File: config.mk
export PLATFORM = sky130hd
export DESIGN_NAME = fir_xifu_ctrl
export DESIGN_NICKNAME = d
export VERILOG_FILES = /design/src/rtl/fir_xifu_ctrl.sv
export SDC_FILE = /design/constraint.sdc
export NUM_CORES = 1
export LEC_CHECK = 0
export ABC_CLOCK_PERIOD_IN_PS = 3400
export BUFFER_PORTS_ARGS = -buffer_cell sky130_fd_sc_hd__buf_2
export CORE_MARGIN = 2
export CORE_UTILIZATION = 46
export CTS_BUF_LIST = sky130_fd_sc_hd__clkbuf_8
export CTS_CLUSTER_DIAMETER = 120
export DETAILED_ROUTE_END_ITERATION = 6
export GPL_TIMING_DRIVEN = 1
export PLACE_DENSITY = 0.69
export SYNTH_ARGS = -nofsm -noshare
export SYNTH_HDL_FRONTEND = slang
export SYNTH_SLANG_ARGS = --single-unit
File: constraint.sdc
create_clock -name clk_i -period 3.4 [get_ports clk_i]
set_input_delay 0 -clock clk_i [delete_from_list [all_inputs] [get_ports clk_i]]
set_output_delay 0 -clock clk_i [all_outputs]
set_load 0.02 [all_outputs]
File: src/rtl/fir_xifu_ctrl.sv
// fir_xifu_ctrl: control/scheduling unit of the FIR XIFU pipeline.
//   Tracks the commit/kill status of every offloaded instruction ID, sequences
//   EX-stage xfirlw/xfirsw memory transactions against the core's mem handshake,
//   bounds outstanding transactions and produces the EX/WB pipeline-advance ready.
// Ports:
//   clk_i, rst_ni (async, active-low), clear_i (synchronous flush)
//   issue_*   : issue handshake in, issue_ready_o = slot of issue_id_i is free
//   commit_*  : commit/kill strobe in, commit_o/kill_o per-ID status vectors out
//   ex_*      : EX-stage instruction descriptor
//   mem_ready_i, mem_result_valid_i : core mem handshake
//   wb_done_i, wb_id_i : WB retirement
//   ready_o   : pipeline advance enable (combinational from mem_ready_i)
//   outstanding_o : accepted transactions awaiting a result
//   perf_stall_o, perf_memreq_o : performance counters
// Optional feature: define FIR_XIFU_CTRL_PERF_EN to build the perf counters;
//   otherwise both perf outputs are tied to zero and no counter flops exist.
module fir_xifu_ctrl #(
  parameter int unsigned  NB_ID           = 16,
  parameter int unsigned  MAX_OUTSTANDING = 2,
  localparam int unsigned IDW             = $clog2(NB_ID),
  localparam int unsigned OW              = $clog2(MAX_OUTSTANDING + 1)
) (
  input  logic             clk_i,
  input  logic             rst_ni,
  input  logic             clear_i,
  input  logic             issue_valid_i,
  input  logic             issue_accept_i,
  input  logic [IDW-1:0]   issue_id_i,
  output logic             issue_ready_o,
  input  logic             commit_valid_i,
  input  logic [IDW-1:0]   commit_id_i,
  input  logic             commit_kill_i,
  output logic [NB_ID-1:0] commit_o,
  output logic [NB_ID-1:0] kill_o,
  input  logic             ex_valid_i,
  input  logic             ex_mem_i,
  input  logic             ex_store_i,
  input  logic [IDW-1:0]   ex_id_i,
  input  logic             mem_ready_i,
  input  logic             mem_result_valid_i,
  input  logic             wb_done_i,
  input  logic [IDW-1:0]   wb_id_i,
  output logic             ready_o,
  output logic [OW-1:0]    outstanding_o,
  output logic [31:0]      perf_stall_o,
  output logic [31:0]      perf_memreq_o
);

  typedef enum logic [1:0] {SLOT_FREE, SLOT_ISSUED, SLOT_COMMITTED, SLOT_KILLED} slot_e;
  typedef enum logic {MEM_IDLE, MEM_REQ} mem_e;

  slot_e            slot_q [NB_ID];
  slot_e            slot_d [NB_ID];
  mem_e             mem_q, mem_d;
  logic [OW-1:0]    out_q, out_d;
  logic [NB_ID-1:0] commit_q, commit_d, kill_q, kill_d;

  logic ex_killed_c, ex_memop_c, store_ok_c, start_c, mem_req_c, accept_c, ready_c;

  // Request/accept decode. A qualifying EX op presents its request in the same
  // cycle it arrives, so a single-cycle accept costs no bubble; MEM_REQ holds a
  // request that was presented but not yet accepted.
  always_comb begin
    ex_killed_c = ex_valid_i && (slot_q[ex_id_i] == SLOT_KILLED);
    ex_memop_c  = ex_valid_i && ex_mem_i && !ex_killed_c;
    store_ok_c  = !ex_store_i || (slot_q[ex_id_i] == SLOT_COMMITTED);
    start_c     = (mem_q == MEM_IDLE) && ex_memop_c && store_ok_c &&
                  (out_q < OW'(MAX_OUTSTANDING));
    mem_req_c   = (mem_q == MEM_REQ) || start_c;
    accept_c    = mem_req_c && mem_ready_i && !clear_i;
    // A pending request blocks the advance until accepted, even if its slot was
    // killed meanwhile, so the held request stays tied to its instruction.
    ready_c     = clear_i || accept_c || ((mem_q == MEM_IDLE) && !ex_memop_c);
  end

  assign ready_o       = ready_c;
  assign issue_ready_o = (slot_q[issue_id_i] == SLOT_FREE);
  assign commit_o      = commit_q;
  assign kill_o        = kill_q;
  assign outstanding_o = out_q;

  // Next-state for the mem FSM, outstanding counter and per-ID slot FSMs.
  always_comb begin
    mem_d = mem_q;
    out_d = out_q;
    for (int unsigned i = 0; i < NB_ID; i++) slot_d[i] = slot_q[i];

    if (clear_i) begin
      mem_d = MEM_IDLE;
      out_d = '0;
      for (int unsigned i = 0; i < NB_ID; i++) slot_d[i] = SLOT_FREE;
    end else begin
      if (accept_c)       mem_d = MEM_IDLE;
      else if (mem_req_c) mem_d = MEM_REQ;

      // Same-cycle accept and result cancel; a result at zero is dropped.
      if (accept_c && !mem_result_valid_i)                      out_d = out_q + OW'(1);
      else if (!accept_c && mem_result_valid_i && out_q != '0)  out_d = out_q - OW'(1);

      for (int unsigned i = 0; i < NB_ID; i++) begin
        if (issue_valid_i && issue_accept_i && issue_id_i == IDW'(i)) begin
          slot_d[i] = SLOT_ISSUED;
        end else if (commit_valid_i && commit_id_i == IDW'(i) && slot_q[i] == SLOT_ISSUED) begin
          slot_d[i] = commit_kill_i ? SLOT_KILLED : SLOT_COMMITTED;
        end else if ((slot_q[i] == SLOT_COMMITTED || slot_q[i] == SLOT_KILLED) &&
                     ((wb_done_i && wb_id_i == IDW'(i)) ||
                      (ex_killed_c && ready_c && ex_id_i == IDW'(i)))) begin
          slot_d[i] = SLOT_FREE;
        end
      end
    end

    for (int unsigned i = 0; i < NB_ID; i++) begin
      commit_d[i] = (slot_d[i] == SLOT_COMMITTED);
      kill_d[i]   = (slot_d[i] == SLOT_KILLED);
    end
  end

  always_ff @(posedge clk_i or negedge rst_ni) begin
    if (!rst_ni) begin
      for (int unsigned i = 0; i < NB_ID; i++) slot_q[i] <= SLOT_FREE;
      mem_q    <= MEM_IDLE;
      out_q    <= '0;
      commit_q <= '0;
      kill_q   <= '0;
    end else begin
      slot_q   <= slot_d;
      mem_q    <= mem_d;
      out_q    <= out_d;
      commit_q <= commit_d;
      kill_q   <= kill_d;
    end
  end

`ifdef FIR_XIFU_CTRL_PERF_EN
  logic [31:0] stall_cnt_q, stall_cnt_d, memreq_cnt_q, memreq_cnt_d;

  // Free-running wrap-around counters, flushed by clear_i.
  always_comb begin
    stall_cnt_d  = stall_cnt_q;
    memreq_cnt_d = memreq_cnt_q;
    if (clear_i) begin
      stall_cnt_d  = '0;
      memreq_cnt_d = '0;
    end else begin
      if (ex_valid_i && !ready_c) stall_cnt_d  = stall_cnt_q + 32'd1;
      if (accept_c)               memreq_cnt_d = memreq_cnt_q + 32'd1;
    end
  end

  always_ff @(posedge clk_i or negedge rst_ni) begin
    if (!rst_ni) begin
      stall_cnt_q  <= '0;
      memreq_cnt_q <= '0;
    end else begin
      stall_cnt_q  <= stall_cnt_d;
      memreq_cnt_q <= memreq_cnt_d;
    end
  end

  assign perf_stall_o  = stall_cnt_q;
  assign perf_memreq_o = memreq_cnt_q;
`else
  assign perf_stall_o  = '0;
  assign perf_memreq_o = '0;
`endif

endmodule

==> flow_metrics.py <==
metrics = {
    "worst_setup_path": {
        "path_cells": "mux4_1 -> a22oi_1 -> and3_4 -> nand2b_1 -> a31oi_2 -> nand2b_1 -> buf_2",
        "crit_start": "slot_q[30]$_DFF_PN0_",
        "crit_type": "reg2out",
        "cp_common_cell": "nand2b_1",
        "critPathArrivalTime_ns": 2.48,
        "end_kind": "output port",
        "r2r-start": "slot_q[30]$_DFF_PN0_",
        "cp_max_fo": 7,
        "cpMaxStageDelayCell": "mux4_1",
        "max_stage_delay_ns": 0.51,
        "cp.required_ns": 3.40,
        "critPathLaunchType": "register",
    },
    "layout": {
        "final_cell_mix": "dfrtp_1, nor2_1, conb_1, buf_2, nand2_1",
        "drive_gt1_share_pct": 21.2,
        "area_growth_pct": 8.08,
        "fillers": 998,
        "nets": 630,
        "diodes": 0,
        "final_common_cell": "dfrtp_1",
        "fin_cells": 741,
    },
    "route": {
        "drtIter0Drc": 339,
        "ant_nets": 0,
        "routed_wl_um": 13400,
        "drc_errors": 0,
        "wl_met1_um": 5430,
        "num_vias": 4269,
        "wl_met2_um": 6050,
        "highest_layer": "met4",
        "drtPass1Iterations": 6,
        "wl_met3_um": 1450,
        "drt-wirelength-per-cell_um": 18.1,
        "routed_via_density": 5.76,
    },
    "die": {
        "core_area_sq_um": 10200,
        "die_x_um": 106,
        "ioPinCount": 129,
        "die_h_um": 106,
        "start_util_pct": 46.9,
        "die-area_sq_um": 11300,
        "row_count": 37,
    },
    "clock_network": {
        "clkTransAtPathRegs_ns": 0.07,
        "cts_tree": "done",
        "htreeDepth": 3,
        "cts-buffers-inserted": 9,
        "ctsLongestPathBuffers": 2,
        "clockRootBuffer": "clkbuf_8",
        "cts_num_sinks": 67,
        "clkLatencyLatePin_ns": 0.35,
    },
    "sta": {
        "relSlewSlack_pct": 23.2,
        "tns_ns": 0,
        "tightest_slew_ns": 1.15,
        "clock-skew-final_ns": 0.00742,
        "fmax_mhz": 403,
        "setup_viol": 0,
        "timing.final.crit_share_pct": 73.0,
        "rsz0062_at_grt": "no",
        "hold_violations": 0,
        "finalMaxSlewViolations": 0,
        "period_minus_slack_ns": 2.48,
    },
    "hold_path": {
        "holdCritStartpoint": "issue_id_i[3]",
        "min_path_type": "in2reg",
    },
    "synth": {
        "yosysWarnings": 0,
        "synth_top_area_cell": "dfrtp_1",
        "synth_area_leaders": "dfrtp_1, buf_4, nor2_1",
        "synth_cells": 542,
        "ys_ff_latch": 67,
        "async_flop_share_pct": 100,
        "ys_seq_area_share_pct": 34.9,
        "syn_area_sq_um": 4800,
        "avgSynthCellArea_sq_um": 8.86,
        "synth_edf_count": 0,
        "synthFlopType": "dfrtp_1",
        "synth.top_cell.area_share_pct": 34.9,
        "synth_cell_types": 58,
    },
    "flow_run": {
        "maxCapViolCount": 0,
    },
    "run_status": {
        "outcome": "finished, final reports clean",
    },
    "grt": {
        "grt_pass1_vias": 3911,
        "grt-ovfl-total": 0,
        "grt_pass1_wl_um": 21100,
        "grt_max_degree": 41,
        "grtUsageTotal_pct": 24.3,
        "antenna_found_initial": 0,
    },
    "place": {
        "dpl.hpwl_um": 9810,
        "dp_cells": 722,
        "portBuffers": 64,
        "gp_congestion": 1.01,
    },
    "pwr": {
        "power.density_nw_per_um2": 333,
        "max-vdd-ir-drop_mv": 0.179,
        "p_leak_uw": 0.00228,
    },
}
what timing repair did:
| item | in CTS | in global routing |
|---|---|---|
| gates resized for setup | 0 | 0 |
| hold buffers | 3 | 1 |
| buffers inserted | 0 | 0 |
| endpoints found under the hold margin | 34 | 1 |
registers in the layout (all words and copies together), names as in the netlist:
name,count
commit_o,16
outstanding_o,2
slot_q,32
kill_o,16
mem_q,1
area by class of cell:
type | count | area, sq um | share of cell area [%]
Inverter | 11 | 41.3 | 0.796
Clock inverter | 4 | 42.5 | 0.820
Multi-Input combinational cell | 442 | 2730 | 52.6
Tap cell | 136 | 170 | 3.28
Sequential cell | 67 | 1680 | 32.3
Clock buffer | 11 | 151 | 2.92
Timing Repair Buffer | 70 | 375 | 7.23
synthesized netlist by cell type, types with 3 or more instances:
library cell / instances
a211oi_1: 5
a21boi_0: 5
a21oi_1: 38
a221oi_2: 4
a22oi_1: 3
a31oi_1: 16
a31oi_2: 3
a32oi_1: 4
and2_1: 3
and3_4: 4
and3b_1: 3
buf_4: 65
buf_6: 3
clkbuf_1: 14
dfrtp_1: 67
inv_1: 11
mux4_1: 3
mux4_2: 6
nand2_1: 41
nand2b_1: 18
nand3_1: 27
nand3_2: 6
nand3b_1: 14
nand4_1: 4
nand4_2: 4
nand4b_1: 9
nor2_1: 65
nor2b_1: 5
nor3_1: 16
nor3b_1: 3
nor3b_2: 8
nor4b_1: 4
o211ai_1: 5
o21a_1: 11
o21ai_0: 13
or2_2: 6
critical path: cells and delay by family (launching register included):
kind,cells,cell delay (ns)
simple gates,3,0.47
mux,1,0.51
flops,1,0.45
compound gates,2,0.54
buf+inv,1,0.16
power breakdown:
| part | switching (uW) | internal [uW] | leakage [uW] |
|---|---|---|---|
| combinational | 197 | 51.1 | 0.00124 |
| clock | 307 | 369 | 0.000108 |
| sequential | 4.61 | 800 | 0.000935 |
kinds of logic after synthesis:
group / Yosys count / share of synthesized area (%)
flops: 67 / 34.9
mux: 9 / 4.46
buf+inv: 96 / 13.1
simple gates: 248 / 29.9
compound gates: 121 / 17.5
other cells: 1 / 0.0781
per-stage QoR:
step	hold slack, ns	utilization [%]	setup slack, ns	cell area, sq um	power (uW)
after detailed placement	0.0886	48.4	1.03	4950	1060
after global placement	0.0883	48.4	1.08	4950	1060
after floorplan	-0.296	-	1.38	5040	1040
final	0.0427	50.7	0.919	5190	1730
after CTS	0.00205	50.6	0.928	5180	1730
after global routing	0.0613	50.7	0.742	5190	1800
final timing paths:
kind                                                     end  slack, ns  cells past startpoint
worst max-delay path                                 ready_o       0.92                      7
worst min-delay path                     slot_q[2]$_DFF_PN0_       0.04                      3
worst max register to register        commit_o[12]$_DFF_PN0_       1.10                      8
worst min register to register             mem_q$_DFFE_PN0P_       0.54                      1
max in group asynchronous              commit_o[1]$_DFF_PN0_       2.22                      3
min in group asynchronous       outstanding_o[0]$_DFFE_PN0P_       0.23                      2
layer usage:
metal  track usage [%]  vias to the layer above
li1                  -                     1943
met1              32.2                     2037
met2              37.0                      249
met3              6.93                       40
met4              10.4                        0
met5                 0                        -
Power figures use the tool's default switching activity.
